**src/rtl/laser_cover_check_if.sv**
```systemverilog
// Point stream, placement-stage centers and coverage results exchanged with laser_cover_check.
interface laser_cover_check_if;
    logic       IN_VALID;
    logic [3:0] X;
    logic [3:0] Y;
    logic       DONE_IN;
    logic [3:0] C1X;
    logic [3:0] C1Y;
    logic [3:0] C2X;
    logic [3:0] C2Y;
    logic [5:0] COVER;
    logic [5:0] OVL;
    logic       CHK_DONE;
    logic       BUSY;

    modport master (
        output IN_VALID, X, Y, DONE_IN, C1X, C1Y, C2X, C2Y,
        input  COVER, OVL, CHK_DONE, BUSY
    );

    modport slave (
        input  IN_VALID, X, Y, DONE_IN, C1X, C1Y, C2X, C2Y,
        output COVER, OVL, CHK_DONE, BUSY
    );
endinterface

```
**src/rtl/laser_cover_check.sv**
```systemverilog
// Buffers 40 target points, then counts how many fall inside the union and the
// intersection of the two radius-4 laser circles reported by the placement stage.
module laser_cover_check (
    input  logic                 CLK,
    input  logic                 RST,
    laser_cover_check_if.slave   bus
);
    typedef enum logic [2:0] {
        IDLE = 3'd0,
        LOAD = 3'd1,
        WAIT = 3'd2,
        EVAL = 3'd3,
        OUT  = 3'd4
    } state_t;

    localparam logic [5:0] LAST_IDX = 6'd39;

    state_t     state_r;
    state_t     state_s;
    logic [5:0] idx_r;
    logic [7:0] pt_mem_r [0:39];
    logic [3:0] c1x_r, c1y_r, c2x_r, c2y_r;
    logic [5:0] union_acc_r, ovl_acc_r;
    logic [5:0] cover_r, ovl_r;
    logic       chk_done_r, busy_r;
    logic [7:0] pt_s;
    logic       hit1_s, hit2_s, union_inc_s, ovl_inc_s;

    // Full-precision distance test: squares need 8 bits, their sum needs 9.
    function automatic logic in_circle(input logic [3:0] px, input logic [3:0] py,
                                       input logic [3:0] cx, input logic [3:0] cy);
        logic [3:0] dx, dy;
        logic [7:0] dx2, dy2;
        logic [8:0] d2;
        dx  = (px >= cx) ? (px - cx) : (cx - px);
        dy  = (py >= cy) ? (py - cy) : (cy - py);
        dx2 = {4'd0, dx} * {4'd0, dx};
        dy2 = {4'd0, dy} * {4'd0, dy};
        d2  = {1'b0, dx2} + {1'b0, dy2};
        return (d2 <= 9'd16);
    endfunction

    // State register.
    always_ff @(posedge CLK or negedge RST) begin
        if (!RST) begin
            state_r <= IDLE;
        end else begin
            state_r <= state_s;
        end
    end

    // Next-state logic and per-point hit evaluation.
    always_comb begin
        state_s     = state_r;
        pt_s        = pt_mem_r[idx_r];
        hit1_s      = in_circle(pt_s[7:4], pt_s[3:0], c1x_r, c1y_r);
        hit2_s      = in_circle(pt_s[7:4], pt_s[3:0], c2x_r, c2y_r);
        union_inc_s = hit1_s | hit2_s;
        ovl_inc_s   = hit1_s & hit2_s;
        case (state_r)
            IDLE: state_s = LOAD;
            LOAD: begin
                if (bus.IN_VALID && (idx_r == LAST_IDX)) begin
                    state_s = WAIT;
                end else begin
                    state_s = LOAD;
                end
            end
            WAIT: begin
                if (bus.DONE_IN) begin
                    state_s = EVAL;
                end else begin
                    state_s = WAIT;
                end
            end
            EVAL: begin
                if (idx_r == LAST_IDX) begin
                    state_s = OUT;
                end else begin
                    state_s = EVAL;
                end
            end
            OUT:     state_s = LOAD;
            default: state_s = IDLE;
        endcase
    end

    // Point buffer; never reset because a full set always reloads before evaluation.
    always_ff @(posedge CLK) begin
        if ((state_r == LOAD) && bus.IN_VALID) begin
            pt_mem_r[idx_r] <= {bus.X, bus.Y};
        end
    end

    // Index, latched centers, accumulators and registered outputs.
    always_ff @(posedge CLK or negedge RST) begin
        if (!RST) begin
            idx_r       <= 6'd0;
            c1x_r       <= 4'd0;
            c1y_r       <= 4'd0;
            c2x_r       <= 4'd0;
            c2y_r       <= 4'd0;
            union_acc_r <= 6'd0;
            ovl_acc_r   <= 6'd0;
            cover_r     <= 6'd0;
            ovl_r       <= 6'd0;
            chk_done_r  <= 1'b0;
            busy_r      <= 1'b0;
        end else begin
            chk_done_r <= (state_s == OUT);
            busy_r     <= (state_s == EVAL);
            case (state_r)
                LOAD: begin
                    if (bus.IN_VALID) begin
                        idx_r <= (idx_r == LAST_IDX) ? 6'd0 : (idx_r + 6'd1);
                    end
                end
                WAIT: begin
                    if (bus.DONE_IN) begin
                        c1x_r       <= bus.C1X;
                        c1y_r       <= bus.C1Y;
                        c2x_r       <= bus.C2X;
                        c2y_r       <= bus.C2Y;
                        union_acc_r <= 6'd0;
                        ovl_acc_r   <= 6'd0;
                        idx_r       <= 6'd0;
                    end
                end
                EVAL: begin
                    union_acc_r <= union_acc_r + {5'd0, union_inc_s};
                    ovl_acc_r   <= ovl_acc_r + {5'd0, ovl_inc_s};
                    if (idx_r == LAST_IDX) begin
                        idx_r   <= 6'd0;
                        cover_r <= union_acc_r + {5'd0, union_inc_s};
                        ovl_r   <= ovl_acc_r + {5'd0, ovl_inc_s};
                    end else begin
                        idx_r <= idx_r + 6'd1;
                    end
                end
                default: begin
                    idx_r <= idx_r;
                end
            endcase
        end
    end

    assign bus.COVER    = cover_r;
    assign bus.OVL      = ovl_r;
    assign bus.CHK_DONE = chk_done_r;
    assign bus.BUSY     = busy_r;
endmodule

```
**src/flat_wrapper.sv**
```systemverilog
// flat-port wrapper written by rule: the top's interface ports become plain ports
module laser_cover_check_flat 
  (CLK, RST, bus_IN_VALID, bus_X, bus_Y, bus_DONE_IN, bus_C1X, bus_C1Y, bus_C2X, bus_C2Y, bus_COVER, bus_OVL, bus_CHK_DONE, bus_BUSY);
  laser_cover_check_if bus_i ();
  input  logic CLK;
  input  logic RST;
  input wire logic [$bits(bus_i.IN_VALID)-1:0] bus_IN_VALID;
  input wire logic [$bits(bus_i.X)-1:0] bus_X;
  input wire logic [$bits(bus_i.Y)-1:0] bus_Y;
  input wire logic [$bits(bus_i.DONE_IN)-1:0] bus_DONE_IN;
  input wire logic [$bits(bus_i.C1X)-1:0] bus_C1X;
  input wire logic [$bits(bus_i.C1Y)-1:0] bus_C1Y;
  input wire logic [$bits(bus_i.C2X)-1:0] bus_C2X;
  input wire logic [$bits(bus_i.C2Y)-1:0] bus_C2Y;
  output wire logic [$bits(bus_i.COVER)-1:0] bus_COVER;
  output wire logic [$bits(bus_i.OVL)-1:0] bus_OVL;
  output wire logic [$bits(bus_i.CHK_DONE)-1:0] bus_CHK_DONE;
  output wire logic [$bits(bus_i.BUSY)-1:0] bus_BUSY;
  assign bus_i.IN_VALID = bus_IN_VALID;
  assign bus_i.X = bus_X;
  assign bus_i.Y = bus_Y;
  assign bus_i.DONE_IN = bus_DONE_IN;
  assign bus_i.C1X = bus_C1X;
  assign bus_i.C1Y = bus_C1Y;
  assign bus_i.C2X = bus_C2X;
  assign bus_i.C2Y = bus_C2Y;
  assign bus_COVER = bus_i.COVER;
  assign bus_OVL = bus_i.OVL;
  assign bus_CHK_DONE = bus_i.CHK_DONE;
  assign bus_BUSY = bus_i.BUSY;
  laser_cover_check u_core (.CLK(CLK), .RST(RST), .bus(bus_i));
endmodule
```
**config.mk**
```make
export PLATFORM = sky130hd
export DESIGN_NAME = laser_cover_check_flat
export DESIGN_NICKNAME = d
export VERILOG_FILES = /design/src/rtl/laser_cover_check_if.sv /design/src/rtl/laser_cover_check.sv /design/src/flat_wrapper.sv
export SDC_FILE = /design/constraint.sdc
export NUM_CORES = 1
export LEC_CHECK = 0
export ABC_AREA = 1
export CAP_MARGIN = 15
export CORE_UTILIZATION = 54
export DETAILED_ROUTE_END_ITERATION = 10
export GPL_ROUTABILITY_DRIVEN = 0
export PLACE_DENSITY = 0.7
export SYNTH_ARGS = -nofsm -noshare
export SYNTH_HDL_FRONTEND = slang
export SYNTH_SLANG_ARGS = --single-unit
```
**constraint.sdc**
```tcl
create_clock -name CLK -period 9.3 [get_ports CLK]
set_input_delay 2.325 -clock CLK [delete_from_list [all_inputs] [get_ports CLK]]
set_output_delay 2.325 -clock CLK [all_outputs]
set_load 0.05 [all_outputs]
```
==> summary.txt, run 1 <==
Clocking
  • Post-CTS sizing: 0
  • Clock-pin slew on the worst setup and hold paths: about 60 ps
  • Clk sink count: between 300 and 400
  • H-tree depth: 2
  • Clk_lat worst skew: between 500 and 600 ps
  • Post-CTS Setup Bufs: 0
  • Root Driver: clkbuf_16
  • Hold-fix buffers, CTS: 0
  • CTS tree: done
  • Clk buf depth: 3
  • CTS buffer count: 39

STA
  • Worst hold slack: between 400 and 500 ps
  • # setup viols final: 0
  • Clock skew: ~15 ps
  • TNS Setup: 0 ps
  • Crit share post-route: between 80% and 90%
  • RSZ-0062 raised after global routing: false
  • Fin. max-slew vios: 0
  • Final setup margin: between 1000 and 1500 ps
  • Worst-margin pin slew: slightly above 1000 ps
  • Endpoints failing hold: 0
  • Fmax achieved: 121 MHz
  • Final min period: between 8000 and 9000 ps
  • Worst slew margin: between 30% and 40%

Setup path
  • Worst EP arrival: 8650 ps
  • Critical Path End Type: flop
  • Top delay family on crit path: adder cells
  • Crit path largest cell delay: 640 ps
  • Bufs and invs on worst path: 7
  • Crit-path most repeated cell: nand2_1
  • CP max FO: 43
  • Worst r2r path cells: 39
  • CP max-delay cell: dfrtp_2
  • Startpoint types: flop
  • WS Path Type: flop to flop
  • Worst EP required: slightly below 10,000 ps
  • Levels on crit path: 39

Cells and area
  • Final core utilization: just over 60%
  • Share of post-route cells with drive strength above 1: about 4.8%
  • Nets@finish: about 2,100
  • Antenna cell count: 0
  • Syn-to-layout area delta: 9.86%

Synth
  • Syn_nets: 2,070
  • Leading area contributor after synthesis: edfxtp_1
  • Post-synth EDFFs: between 300 and 400
  • Synth area leaders: edfxtp_1 (52%), nand2_1 (18%), dfrtp_1 (6.9%)
  • Post-synthesis sequential area ratio: 58.4%
  • Main flop type after synthesis: edfxtp_1
  • Top cells by count, synth: nand2_1 (875), edfxtp_1 (320), inv_1 (135), nor2_1 (127), nand3_1 (68)
  • Netlist area before placement: between 0.015 and 0.02 mm2
  • Ys Warns: 0
  • Post-synth ARST share: a little over an eighth
  • Most frequent cell after synthesis: nand2_1
  • Register bit total from synthesis: 371
  • Synth Area per Inst: approximately 9.6 um2
  • Cells after synthesis: 1,945
  • Yosys top cell area share: about half
  • Distinct cells, synth: 34

Floorplanning
  • Die Wd: 188 um
  • Ports: 42
  • Core box area: 0.0337 mm2
  • Die area: approximately 0.035 mm2
  • Initial Utilization: 55.3%
  • Num rows: 67
  • Die height: about 190 um

Placed design
  • PortBufs: 41
  • DP HPWL: 27,800 um
  • Pre-CTS setup slack: about 1100 ps

Global routing
  • GRT Util Overall: between 20% and 30%
  • Largest net degree at the start of global routing: roughly 160
  • Global-route wire length before repair: between 60,000 and 70,000 um
  • Number of global-route vias before repair: approximately 13,000
  • Initial antenna violation count: 0
  • Global route total overflow: 0

Min path
  • HP Class: flop to flop
  • Hold-critical path depth: 2

Drt
  • Pre-antenna DRT Iters: 5
  • Drt first-iter violations: between 1,000 and 1,500
  • Drc violations: 0
  • Routed via count: approximately 13,000
  • Routed wire per std cell: around 18 um
  • DR vias/cell: 5.40
  • ANT nets after route: 0
  • Detailed Route WL: roughly 43,000 um

Run
  • Max Cap Viol: 0

Status
  • Outcome: complete, no violations
-- sequential cells by signal, summed over array words and instances, names as in the netlist, 3 cells and up --
name,cells
u_core.c2y_r,4
u_core.bus.OVL,6
u_core.idx_r,6
u_core.pt_mem_r,320
u_core.union_acc_r,6
u_core.c1y_r,4
u_core.bus.COVER,6
u_core.ovl_acc_r,6
u_core.state_r,3
u_core.c1x_r,4
u_core.c2x_r,4
-- layer usage --
layer  track usage (%)  routed length, um  vias up
met4              10.0               1590        0
met2              40.2              20200      434
met3              3.84               2790      102
met1              34.9              18800     6294
met5                 0                  0        -
li1                  -                  -     6355
-- metrics by stage --
step                instances  area, um2
global placement         2370      19300
floorplan                1945      18600
CTS                      2440      20500
finish                   2440      20500
global route             2440      20500
detailed placement       2370      19300
-- worst min-delay path, stage by stage, from the launching register on --
cell and delay [ps]:
dfrtp_1 340, nand2_1 50, nand2_1 60
-- cell type report --
type | instances | area [um2]
Fill cell | 2842 | 13200
Sequential cell | 371 | 10900
Multi-Input combinational cell | 1348 | 6700
Clock buffer | 51 | 1060
Timing Repair Buffer | 58 | 571
Tap cell | 448 | 561
Inverter | 145 | 552
Clock inverter | 19 | 125
-- kinds of logic after synthesis --
kind of cell / Yosys count / share of synthesized area, %
simple gates: 1131 / 24.4
flops: 371 / 58.4
buf+inv: 226 / 5.59
fa+ha+maj: 97 / 7.72
compound gates: 96 / 2.73
xor+xnor: 24 / 1.13
-- cells in the final DEF (no fill, tap or decap), types with 2 or more instances in the layout --
master	n
edfxtp_1	320
clkbuf_16	41
nand4_1	45
clkinv_2	6
inv_2	7
clkdlybuf4s50_1	40
inv_1	135
buf_4	14
o21ai_1	10
a31oi_1	2
o21ai_0	30
a21oi_1	44
xnor2_1	8
ha_1	67
clkinvlp_4	2
nor2_2	5
o21bai_1	6
xor2_1	16
clkinv_1	9
nand3b_1	4
nor2_1	127
dfrtp_1	48
fa_1	30
dfrtp_2	2
inv_4	3
clkbuf_1	10
nand3_1	68
buf_12	3
nor3_4	4
nand2_1	875
-- final timing paths --
check / to / from / slack (ps)
worst min register to register: u_core.bus.COVER[3] / u_core.bus.COVER[3] / 480
max in group asynchronous: u_core.idx_r[0] / RST / 6860
min in group asynchronous: u_core.c2y_r[3] / RST / 1900
worst max-delay path: u_core.bus.COVER[4] / u_core.idx_r[1] / 1030
worst max register to register: u_core.bus.COVER[4] / u_core.idx_r[1] / 1030
worst min-delay path: u_core.bus.COVER[3] / u_core.bus.COVER[3] / 480
Power of run 1 is left out: the tool's default activity adds up to more than one toggle a clock period on the data nets, which glitch-free logic cannot reach.
==> run 2: changes to the inputs <==
RECOVER_POWER = 25   (was not set)
==> summary.txt, run 2 (synthesized netlist as in run 1, its figures left out) <==
Placed design
  • Pre-CTS setup slack: 1080 ps
  • DP HPWL: roughly 28,000 um
  • PortBufs: 41
  • Post-Place Cell Area: between 0.015 and 0.02 mm2

Cells and area
  • Antenna cell count: 0
  • Share of post-route cells with drive strength above 1: under 10%
  • Reg with most FFs: u_core.pt_mem_r
  • Final instance area: 0.0204 mm2
  • Nets@finish: around 2,100
  • Fillers: 2,846
  • Syn-to-layout area delta: 9.75%
  • Max reg flops: between 300 and 400
  • Multi-input gate area: about 0.0067 mm2
  • Most common cell after layout, fill and taps aside: nand2_1
  • Final core utilization: 60.7%
  • Most frequent cells in the layout: nand2_1 (875), edfxtp_1 (320), inv_1 (135)
  • Register area: roughly 0.011 mm2

Drt
  • DR vias/cell: ~5.4
  • Routed via count: between 10,000 and 15,000
  • Routed wire per std cell: 17.7 um
  • Detailed Route WL: 43,300 um
  • Pre-antenna DRT Iters: 6
  • Drt first-iter violations: roughly 1,300
  • Drc violations: 0
  • ANT nets after route: 0

STA
  • Worst slew margin: -93.1%
  • Fin. max-slew vios: 216
  • Crit share post-route: about nine tenths
  • TNS Setup: 0 ps
  • RSZ-0062 raised after global routing: false
  • Endpoints failing hold: 0
  • Final setup margin: roughly 1000 ps
  • Final min period: roughly 8300 ps
  • Clock skew: approximately 15 ps
  • # setup viols final: 0
  • Worst-margin pin slew: between 2000 and 3000 ps
  • Fmax achieved: roughly 120 MHz

Run
  • Max Cap Viol: 5

Status
  • Outcome: complete, but fails checks
  • Violated checks: capacitance limit, slew limit

Global routing
  • Largest net degree at the start of global routing: approximately 160
  • GRT Util Overall: ~25%
  • Number of global-route vias before repair: 13,022
  • Global route total overflow: 0
  • Initial antenna violation count: 0
  • Global-route wire length before repair: ~70,000 um

Min path
  • Hold-critical path depth: 2
  • HP Class: flop to flop

Setup path
  • Worst EP arrival: around 8700 ps
  • Worst r2r path cells: 39
  • Levels on crit path: 39
  • Worst Setup SP: u_core.idx_r[1]
  • Top delay family on crit path: adder cells
  • Crit-path most repeated cell: nand2_1
  • R2R Setup Slk: 1020 ps
  • Crit path largest cell delay: ~650 ps
  • Startpoint types: flop
  • WS Path Type: flop to flop
  • Critical R2R Capture: u_core.bus.COVER[4]
  • CP max FO: 43
  • Bufs and invs on worst path: 7
  • Critical Path End Type: flop
  • CP max-delay cell: dfrtp_2
  • Worst r2r src: u_core.idx_r[1]
  • Crit path capture: u_core.bus.COVER[4]
  • Worst EP required: approximately 9700 ps

Clocking
  • Root Driver: clkbuf_16
  • Clk buf depth: 3
  • CTS tree: done
  • Post-CTS Setup Bufs: 0
  • Post-CTS sizing: 0
  • Clk_lat worst skew: between 500 and 600 ps
  • Clk sink count: roughly 370
  • H-tree depth: 2
  • Hold-fix buffers, CTS: 0
  • Clock-pin slew on the worst setup and hold paths: ~60 ps
  • CTS buffer count: 39

Floorplanning
  • Ports: 42
  • Die Wd: 188 um
  • Die height: 188 um
  • Initial Utilization: a little under three fifths
  • Die area: roughly 0.035 mm2
  • Num rows: 67
  • Core box area: ~0.034 mm2
-- run 2: cell types whose count changed in the layout (fill, tap and decap cells not counted), sizes merged --
cell	delta
dlygate4sd3	+6
buf	-5
clkbuf	+5
clkdlybuf4s50	-6
-- run 2: per-stage QoR --
stage	cells	hold slack [ps]
final	2440	482
after global routing	2440	514
after CTS	2440	487
after detailed placement	2370	474
after global placement	2370	468
after floorplan	1945	484
-- run 2: final cells by class --
class                   count  share of cell area [%]
multi-input cells        1348                    32.8
well taps                 448                    2.74
clock inverters            19                   0.612
inverters                 145                    2.70
flip-flops and latches    371                    53.3
clock buffers              51                    5.20
repair buffers             58                    2.70
-- run 2: worst min-delay path, cell delays in order (launching register included) --
cell     delay, ps
dfrtp_1        340
nand2_1         50
nand2_1         60
-- run 2: how the worst min path moves through the flow --
stage	end	slack (ps)	startpoint
2_1_floorplan	u_core.c1x_r[3]	480	u_core.c1x_r[3]
3_3_place_gp	u_core.bus.COVER[2]	470	u_core.bus.COVER[2]
3_5_place_dp	u_core.bus.COVER[2]	470	u_core.bus.COVER[2]
4_1_cts	u_core.bus.COVER[2]	490	u_core.bus.COVER[2]
5_1_grt	u_core.bus.COVER[3]	510	u_core.bus.COVER[3]
6_report	u_core.bus.COVER[3]	480	u_core.bus.COVER[3]
-- run 2: layer usage --
layer	GRT usage, %	routed length, um
met1	34.9	18700
met2	40.2	20100
met3	3.84	2870
met4	10.0	1560
met5	0	0
Power of run 2 is left out for the same reason.
==> run 3: changes to the inputs <==
CTS_CLUSTER_DIAMETER = 120   (was not set)
==> results of run 3 <==
Final layout, timing and power as in run 2 (identical DEF).
Power of run 3 is left out for the same reason.
